`config.mk`:
```
export PLATFORM = sky130hd
export DESIGN_NAME = ysyx_24090012_ifu
export DESIGN_NICKNAME = d
export VERILOG_FILES = /design/src/rtl/ysyx_24090012_pkg.sv /design/src/rtl/ysyx_24090012_ifu.sv
export SDC_FILE = /design/constraint.sdc
export NUM_CORES = 1
export LEC_CHECK = 0
export ABC_AREA = 1
export CAP_MARGIN = 20
export CORE_AREA = 5 5 172 174
export DETAILED_ROUTE_END_ITERATION = 10
export DIE_AREA = 0 0 177 179
export PLACE_DENSITY = 0.89
export SYNTH_ARGS = -nofsm -noshare
export SYNTH_HDL_FRONTEND = slang
export SYNTH_SLANG_ARGS = --single-unit
```
`constraint.sdc`:
```
create_clock -name clock -period 2.3 [get_ports clock]
set_input_delay 0.46 -clock clock [delete_from_list [all_inputs] [get_ports clock]]
set_output_delay 0.46 -clock clock [all_outputs]
set_load 0.05 [all_outputs]
```
`src/rtl/ysyx_24090012_pkg.sv`:
```
// Shared definitions for the ysyx_24090012 fetch front end.
package ysyx_24090012_pkg;

    typedef enum logic [1:0] {
        REQ  = 2'd0,
        RESP = 2'd1,
        HOLD = 2'd2
    } ifu_state_e;

    localparam logic [31:0] RESET_PC_DEF = 32'h3000_0000;
    localparam logic [31:0] NOP_INST     = 32'h0000_0013;
    localparam logic [1:0]  RESP_OKAY    = 2'b00;

endpackage

```
`src/rtl/ysyx_24090012_ifu.sv`:
```
// Instruction fetch stage: one AR/R read per instruction, valid/ready to IDU,
// redirect on control hazard with wrong-path response squashing.
module ysyx_24090012_ifu
    import ysyx_24090012_pkg::*;
#(
    parameter logic [31:0] RESET_PC = RESET_PC_DEF,
    parameter int          NUM_W    = 64
) (
    input  logic             clock,
    input  logic             reset,
    output logic             ifu_valid,
    input  logic             ifu_ready,
    output logic [31:0]      inst,
    output logic [31:0]      ifu_to_idu_pc,
    output logic [NUM_W-1:0] num,
    input  logic             control_hazard,
    input  logic [31:0]      branch_target_pc,
    output logic [31:0]      mem_araddr,
    output logic             mem_arvalid,
    input  logic             mem_arready,
    input  logic [31:0]      mem_rdata,
    input  logic [1:0]       mem_rresp,
    input  logic             mem_rvalid,
    output logic             mem_rready,
    output logic [31:0]      fetch_count
);

    localparam logic [NUM_W-1:0] NUM_ONE = {{(NUM_W-1){1'b0}}, 1'b1};

    ifu_state_e       state_q, state_d;
    logic [31:0]      pc_q, pc_d;
    logic [NUM_W-1:0] num_cnt_q, num_cnt_d;
    logic             flush_q, flush_d;
    logic [31:0]      araddr_q, araddr_d;
    logic             arvalid_q, arvalid_d;
    logic             rready_q, rready_d;
    logic             valid_q, valid_d;
    logic [31:0]      inst_q, inst_d;
    logic [31:0]      out_pc_q, out_pc_d;
    logic [NUM_W-1:0] num_q, num_d;
    logic [31:0]      fcnt_q, fcnt_d;

    logic             ar_fire;
    logic             r_fire;
    logic [NUM_W-1:0] num_inc;

    assign ar_fire = arvalid_q && mem_arready;
    assign r_fire  = rready_q && mem_rvalid;
    // Zero is reserved for "no instruction", so the wrap lands on one.
    assign num_inc = (&num_cnt_q) ? NUM_ONE : num_cnt_q + NUM_ONE;

    always_comb begin
        state_d   = state_q;
        pc_d      = pc_q;
        num_cnt_d = num_cnt_q;
        flush_d   = flush_q;
        inst_d    = inst_q;
        out_pc_d  = out_pc_q;
        num_d     = num_q;
        fcnt_d    = fcnt_q;

        unique case (state_q)
            REQ: begin
                // Only an AR already on the bus leaves a wrong-path beat behind.
                if (control_hazard && arvalid_q) begin
                    flush_d = 1'b1;
                end
                if (ar_fire) begin
                    state_d = RESP;
                end
            end
            RESP: begin
                if (r_fire) begin
                    flush_d = 1'b0;
                    if (flush_q || control_hazard) begin
                        state_d = REQ;
                    end else begin
                        inst_d   = (mem_rresp == RESP_OKAY) ? mem_rdata : NOP_INST;
                        out_pc_d = pc_q;
                        num_d    = num_cnt_q;
                        state_d  = HOLD;
                    end
                end else if (control_hazard) begin
                    flush_d = 1'b1;
                end
            end
            HOLD: begin
                if (control_hazard) begin
                    state_d = REQ;
                end else if (ifu_ready) begin
                    pc_d      = pc_q + 32'd4;
                    num_cnt_d = num_inc;
                    fcnt_d    = fcnt_q + 32'd1;
                    state_d   = REQ;
                end
            end
            default: begin
                state_d = REQ;
            end
        endcase

        if (control_hazard) begin
            pc_d = branch_target_pc;
        end

        arvalid_d = (state_d == REQ);
        rready_d  = (state_d == RESP);
        valid_d   = (state_d == HOLD);
        // A raised AR keeps its address until accepted.
        araddr_d  = (arvalid_q && !mem_arready) ? araddr_q : pc_d;
    end

    always_ff @(posedge clock or negedge reset) begin
        if (!reset) begin
            state_q   <= REQ;
            pc_q      <= RESET_PC;
            num_cnt_q <= NUM_ONE;
            flush_q   <= 1'b0;
            araddr_q  <= RESET_PC;
            arvalid_q <= 1'b0;
            rready_q  <= 1'b0;
            valid_q   <= 1'b0;
            inst_q    <= '0;
            out_pc_q  <= '0;
            num_q     <= '0;
            fcnt_q    <= '0;
        end else begin
            state_q   <= state_d;
            pc_q      <= pc_d;
            num_cnt_q <= num_cnt_d;
            flush_q   <= flush_d;
            araddr_q  <= araddr_d;
            arvalid_q <= arvalid_d;
            rready_q  <= rready_d;
            valid_q   <= valid_d;
            inst_q    <= inst_d;
            out_pc_q  <= out_pc_d;
            num_q     <= num_d;
            fcnt_q    <= fcnt_d;
        end
    end

    assign ifu_valid     = valid_q;
    assign inst          = inst_q;
    assign ifu_to_idu_pc = out_pc_q;
    assign num           = num_q;
    assign mem_araddr    = araddr_q;
    assign mem_arvalid   = arvalid_q;
    assign mem_rready    = rready_q;
    assign fetch_count   = fcnt_q;

endmodule

```
==> results of run 1 <==
==> worst reg2reg max path, delay by kind of cell (launching register included) <==
kind,cells,cell delay (ps)
DFF,1,550
and+or+nand+nor,8,1040
adders and majority gates,1,220
buffers and inverters,1,150
==> cells in the final DEF (no fill, tap or decap), types with 2 or more instances in the layout <==
cell type        instances
clkbuf_16               31
buf_12                  14
nor2_4                   8
nand4_1                 42
nand2_1                637
ha_1                     3
nand3_4                  3
xnor2_1                 11
dlygate4sd2_1           27
nor2_2                  10
buf_4                   69
dfstp_2                  5
dfrtp_1                289
bufinv_16                7
dlymetal6s2s_1          13
clkdlybuf4s50_1        224
and2_1                   9
inv_1                  183
a21boi_0                 7
nor3_2                   2
xor2_1                  49
nand3_1                122
a21oi_1                  7
nand2_2                  4
a31oi_1                  9
o21ai_1                 10
nor4_1                   3
nor2_1                 228
or2_2                   11
o31ai_1                  4
inv_6                    4
nor3_1                  23
clkbuf_8                 5
clkinv_2                 5
o21ai_0                139
clkinvlp_4               5
inv_2                    6
==> final timing paths <==
kind	from	endpoint	slack, ps	cells past startpoint
worst max-delay path	fetch_count[29]	fetch_count[29]	30	1
worst min-delay path	reset	num_cnt_q[46]	430	2
worst max register to register	num_cnt_q[0]	num_cnt_q[3]	220	10
worst min register to register	mem_araddr[29]	mem_araddr[29]	470	2
max in group asynchronous	reset	mem_araddr[14]	1140	3
min in group clock	mem_rdata[6]	inst[6]	460	3
==> repair_timing <==
item | 4_1_cts | 5_1_grt
setup endpoints to repair | 27 | 14
resized for setup | 27 | 14
endpoints found under the hold margin | 45 | 0
hold buffers | 1 | 0
==> power by group <==
part / total [mW] / switching, mW / internal [mW]
Clock: 5.63 / 2.20 / 3.43
Sequential: 7.00 / 0.753 / 6.24
Combinational: 7.25 / 5.01 / 2.23
Total: 19.9 / 7.97 / 11.9
==> registers in the layout, summed over array words and instances (netlist names) <==
signal / cells
fetch_count: 32
flush_q: 1
ifu_to_idu_pc: 32
ifu_valid: 1
inst: 32
mem_araddr: 32
mem_arvalid: 1
mem_rready: 1
num: 64
num_cnt_q: 64
pc_q: 32
state_q: 2
==> logic make-up (layout without fill, tap and decap cells) <==
family                   after synthesis  count (layout)  share of synthesized area [%]
AND/OR/NAND/NOR                     1106            1106                           32.2
flip-flops                           294             294                           50.9
buffers and inverters                244             596                           6.54
AO/OA/AOI/OAI                        179             179                           6.52
XOR/XNOR                              60              60                           3.63
adder cells (fa/ha/maj)                3               3                          0.259
==> layout make-up <==
| type | instances | share of cell area, % |
|---|---|---|
| well taps | 378 | 2.45 |
| clock inverters | 21 | 1.59 |
| multi-input cells | 1348 | 31.9 |
| flip-flops and latches | 294 | 38.1 |
| repair buffers | 349 | 17.9 |
| inverters | 189 | 3.67 |
| clock buffers | 37 | 4.39 |
==> cell usage after synthesis, drive strengths merged <==
cell    count
a211oi      1
a21boi      8
a21oi       7
a31oi       9
and2        9
buf        16
clkbuf     39
dfrtp     289
dfstp       5
ha          3
inv       189
nand2     642
nand3     126
nand3b      1
nand4      43
nor2      246
nor3       25
nor4        3
o21ai     149
o22a        1
o31ai       4
or2        11
xnor2      11
xor2       49
==> metal layers <==
layer,vias to the layer above,track usage (%)
met5,-,0
met4,0,11.7
met3,133,4.87
met2,634,47.9
met1,6618,37.6
li1,6609,-
==> impl_metrics.py, run 1 <==
metrics = {
    "setup_path": {
        "critPathBufInv": 1,
        "critPathMaxFanout": 3,
        "required_ps": 1840,
        "crit_type": "flip-flop to output port",
        "slowest_stage": "clkdlybuf4s50_1",
        "crit_family": "buffers and inverters",
        "path_cells": "clkdlybuf4s50_1",
        "cpPeakStageDelay_ps": 850,
        "crit_arrival_ps": 1810,
        "cp-end-kind": "output port",
        "cp-start-kind": "flip-flop",
    },
    "clock_tree": {
        "cts_setup_buffers": 0,
        "h-tree-depth": 1,
        "root_buffer": "clkbuf_16",
        "path_clk_slew_ps": 70,
        "cts.sink_count": 294,
        "clk_path_buf_depth": 3,
        "cts-buffers-inserted": 31,
        "insertion_delay_ps": 570,
        "cts_tree": "built",
    },
    "detailed_routing": {
        "drc_errors": 0,
        "wl_met2_um": 22000,
        "viasPerCell": 5.35,
        "dr.pass1.iters": 6,
        "vias": 14000,
        "wl_met3_um": 3300,
        "drt-total-wl_um": 46100,
        "drt-met1-wl_um": 18700,
        "ant_nets": 0,
        "avgRoutedWirePerCell_um": 17.6,
        "drtIter0Drc": 1397,
        "highest_layer": "met4",
    },
    "global_routing": {
        "grt_use_total_pct": 28.7,
        "grt.overflow.total": 0,
        "grt_pass1_wl_um": 72800,
        "grt_pass1_vias": 13900,
        "antenna_found_initial": 0,
        "grt_max_degree": 71,
    },
    "synthesis": {
        "ys_seq_area_share_pct": 50.9,
        "ys_ff_latch": 294,
        "netlist_top_cells_area": "dfrtp_1 50%, nand2_1 17%, nor2_1 5.9%, o21ai_0 4.8%, inv_1 4.7%",
        "synth_cells": 1886,
        "yosysWarnings": 0,
        "syn-cell-area_sq_mm": 0.0145,
        "synth_top_area_share_pct": 50.0,
        "yosysTopAreaCell": "dfrtp_1",
        "synth_cell_type_count": 37,
        "syn_avg_cell_area_sq_um": 7.67,
        "syn-num-nets": 1961,
    },
    "layout": {
        "nets": 2288,
        "final-seq-area_sq_mm": 0.00736,
        "drive_above_1_share_pct": 8.62,
        "utilization_pct": 70.0,
        "finish.instance_area_sq_mm": 0.0193,
        "fin_cells": 2616,
        "fillerInstances": 2185,
        "diodes": 0,
        "multi_input_comb_area_sq_mm": 0.00618,
        "syn_to_final_growth_pct": 33.7,
    },
    "hold_path": {
        "hold_class": "primary input to asynchronous set/reset pin",
    },
    "placement": {
        "dp_hpwl_um": 35200,
        "dp_cells": 2557,
        "placed_area_sq_mm": 0.0182,
        "dp_slack_ps": -36.3,
        "gp_congestion": 0.984,
        "io_buffers": 266,
    },
    "timing": {
        "fin_crit_ps": 2270,
        "fmax_mhz": 441,
        "whs_ps": 432,
        "slew_viol_final": 0,
        "finClkSkew_ps": 9.86,
        "setup_ws_ps": 33.0,
        "relSlewSlack_pct": 58.7,
        "post-route-period-util_pct": 98.6,
        "hold_viol": 0,
        "setup_viol": 0,
        "rsz0062_at_grt": "false",
        "worst_pin_slew_ps": 618,
        "tns_ps": 0,
    },
    "flow_run": {
        "drv_cap": 0,
    },
    "die": {
        "fp.coreArea_sq_mm": 0.0276,
        "die_h_um": 179,
        "ios": 267,
        "start_util_pct": 52.4,
        "die_w_um": 177,
        "std_cell_rows": 61,
        "dieArea_sq_mm": 0.0317,
    },
    "outcome": {
        "outcome": "finished, final reports clean",
    },
    "power": {
        "power_mw": 19.9,
        "p_leak_nw": 9.63,
        "p_per_area_mw_per_mm2": 1030,
        "ir_drop_v": 0.000906,
    },
}
Note: power is estimated with default switching activity, not from simulation.
==> run 2, diff against run 1 <==
Settings changed: GPL_ROUTABILITY_DRIVEN set to 0.
==> run 2 against run 1 <==
Net effect:
- die area stayed put
- non-clock buffer count decreased by 22
- register-to-register slack got worse by 120 ps
- via count is 0.35% higher
- critical endpoint is now fetch_count[27]
- largest cell class unchanged
==> impl_metrics.py, run 2 (same netlist as run 1, synthesis figures left out) <==
metrics = {
    "setup_path": {
        "cp-start-kind": "flip-flop",
        "critPathBufInv": 1,
        "crit_family": "buffers and inverters",
        "required_ps": 1840,
        "crit_type": "flip-flop to output port",
        "reg2reg_depth": 10,
        "slowest_stage": "clkdlybuf4s50_1",
        "critPathMaxFanout": 4,
        "path_cells": "clkdlybuf4s50_1",
        "cpPeakStageDelay_ps": 830,
        "crit_arrival_ps": 1810,
        "worstSetupPathDepth": 1,
        "cp-end-kind": "output port",
    },
    "power": {
        "swShare_pct": 40.4,
        "p_int_mw": 11.6,
        "p_per_area_mw_per_mm2": 1020,
        "power_switching_mw": 7.89,
        "power_mw": 19.5,
        "power_frac_comb_pct": 36.8,
        "ir_drop_v": 0.000882,
        "seq_power_share_pct": 35.9,
        "p_leak_nw": 9.40,
        "clock_power_share_pct": 27.3,
    },
    "placement": {
        "dp_slack_ps": -107,
        "io_buffers": 266,
        "placed_area_sq_mm": 0.0180,
        "dp_cells": 2535,
        "dp_hpwl_um": 32500,
    },
    "global_routing": {
        "antenna_found_initial": 0,
        "grt_pass1_wl_um": 69700,
        "grt_pass1_vias": 13800,
        "grt_use_total_pct": 26.9,
        "grt_max_degree": 104,
        "grt.overflow.total": 0,
    },
    "die": {
        "die_h_um": 179,
        "die_w_um": 177,
        "start_util_pct": 52.4,
        "fp.coreArea_sq_mm": 0.0276,
        "dieArea_sq_mm": 0.0317,
        "std_cell_rows": 61,
        "ios": 267,
    },
    "clock_tree": {
        "h-tree-depth": 1,
        "clk_path_buf_depth": 3,
        "path_clk_slew_ps": 60,
        "cts_tree": "built",
        "root_buffer": "clkbuf_16",
        "insertion_delay_ps": 560,
        "cts-buffers-inserted": 31,
        "cts_setup_buffers": 0,
        "cts.sink_count": 294,
    },
    "layout": {
        "drive_above_1_share_pct": 7.67,
        "layout_common_cells": "637 x nand2_1, 289 x dfrtp_1, 236 x clkdlybuf4s50_1",
        "final_common_cell": "nand2_1",
        "fin_cells": 2594,
        "nets": 2266,
        "utilization_pct": 69.1,
        "syn_to_final_growth_pct": 31.8,
        "diodes": 0,
        "finish.instance_area_sq_mm": 0.0191,
    },
    "timing": {
        "setup_ws_ps": 26.2,
        "fmax_mhz": 440,
        "post-route-period-util_pct": 98.9,
        "hold_viol": 0,
        "whs_ps": 403,
        "finClkSkew_ps": 19.6,
        "fin_crit_ps": 2270,
        "tns_ps": 0,
        "slew_viol_final": 0,
        "rsz0062_at_grt": "false",
        "relSlewSlack_pct": 56.6,
        "setup_viol": 0,
        "worst_pin_slew_ps": 649,
    },
    "detailed_routing": {
        "vias": 14000,
        "highest_layer": "met4",
        "ant_nets": 0,
        "dr.pass1.iters": 6,
        "drtIter0Drc": 1786,
        "wl_met3_um": 3830,
        "drt-met1-wl_um": 17100,
        "wl_met2_um": 21100,
        "viasPerCell": 5.41,
        "drt-total-wl_um": 43700,
        "drc_errors": 0,
        "avgRoutedWirePerCell_um": 16.8,
    },
    "flow_run": {
        "drv_cap": 0,
    },
    "hold_path": {
        "hold_class": "primary input to asynchronous set/reset pin",
    },
    "outcome": {
        "outcome": "finished, final reports clean",
    },
}
## run 2: cell count changes in the layout (fill, tap and decap cells not counted), sizes merged
cell,delta
clkdlybuf4s50,+12
clkinv,+2
bufinv,-2
dlymetal6s2s,-2
buf,-22
dlygate4sd2,-10
## run 2: layer usage
metal,track usage [%],vias up
met1,35.6,6569
met5,0,-
met2,45.0,771
met3,4.64,142
met4,9.90,0
li1,-,6561
## run 2: layout make-up
class                   count  area, sq um
flip-flops and latches    294         7360
clock buffers              37          838
clock inverters            21          258
multi-input cells        1348         6170
well taps                 378          473
repair buffers            327         3270
inverters                 189          709
fillers                  2123         8550
## run 2: final timing paths
check | end | from | slack (ps)
setup / recovery | fetch_count[27] | fetch_count[27] | 30
hold / removal | num[22] | reset | 400
setup reg to reg | num_cnt_q[7] | num_cnt_q[0] | 100
hold reg to reg | mem_araddr[28] | mem_araddr[28] | 480
max in group asynchronous | mem_araddr[15] | reset | 1130
min in group clock | pc_q[31] | branch_target_pc[31] | 470
## run 2: what timing repair did
item,4_1_cts,5_1_grt
endpoints found under the hold margin,45,0
pin swaps,0,0
hold buffers,1,0
resized for setup,17,11
endpoints found under the setup margin,17,11
## run 2: power groups by stage
stage | clock network (mW) | logic, mW | registers, mW
after floorplan | 0 | 1.24 | 10.2
after global placement | 0 | 7.10 | 7.02
after detailed placement | 0 | 7.20 | 7.05
after CTS | 5.38 | 7.24 | 7.00
after global routing | 5.61 | 7.56 | 7.14
final | 5.33 | 7.18 | 7.02
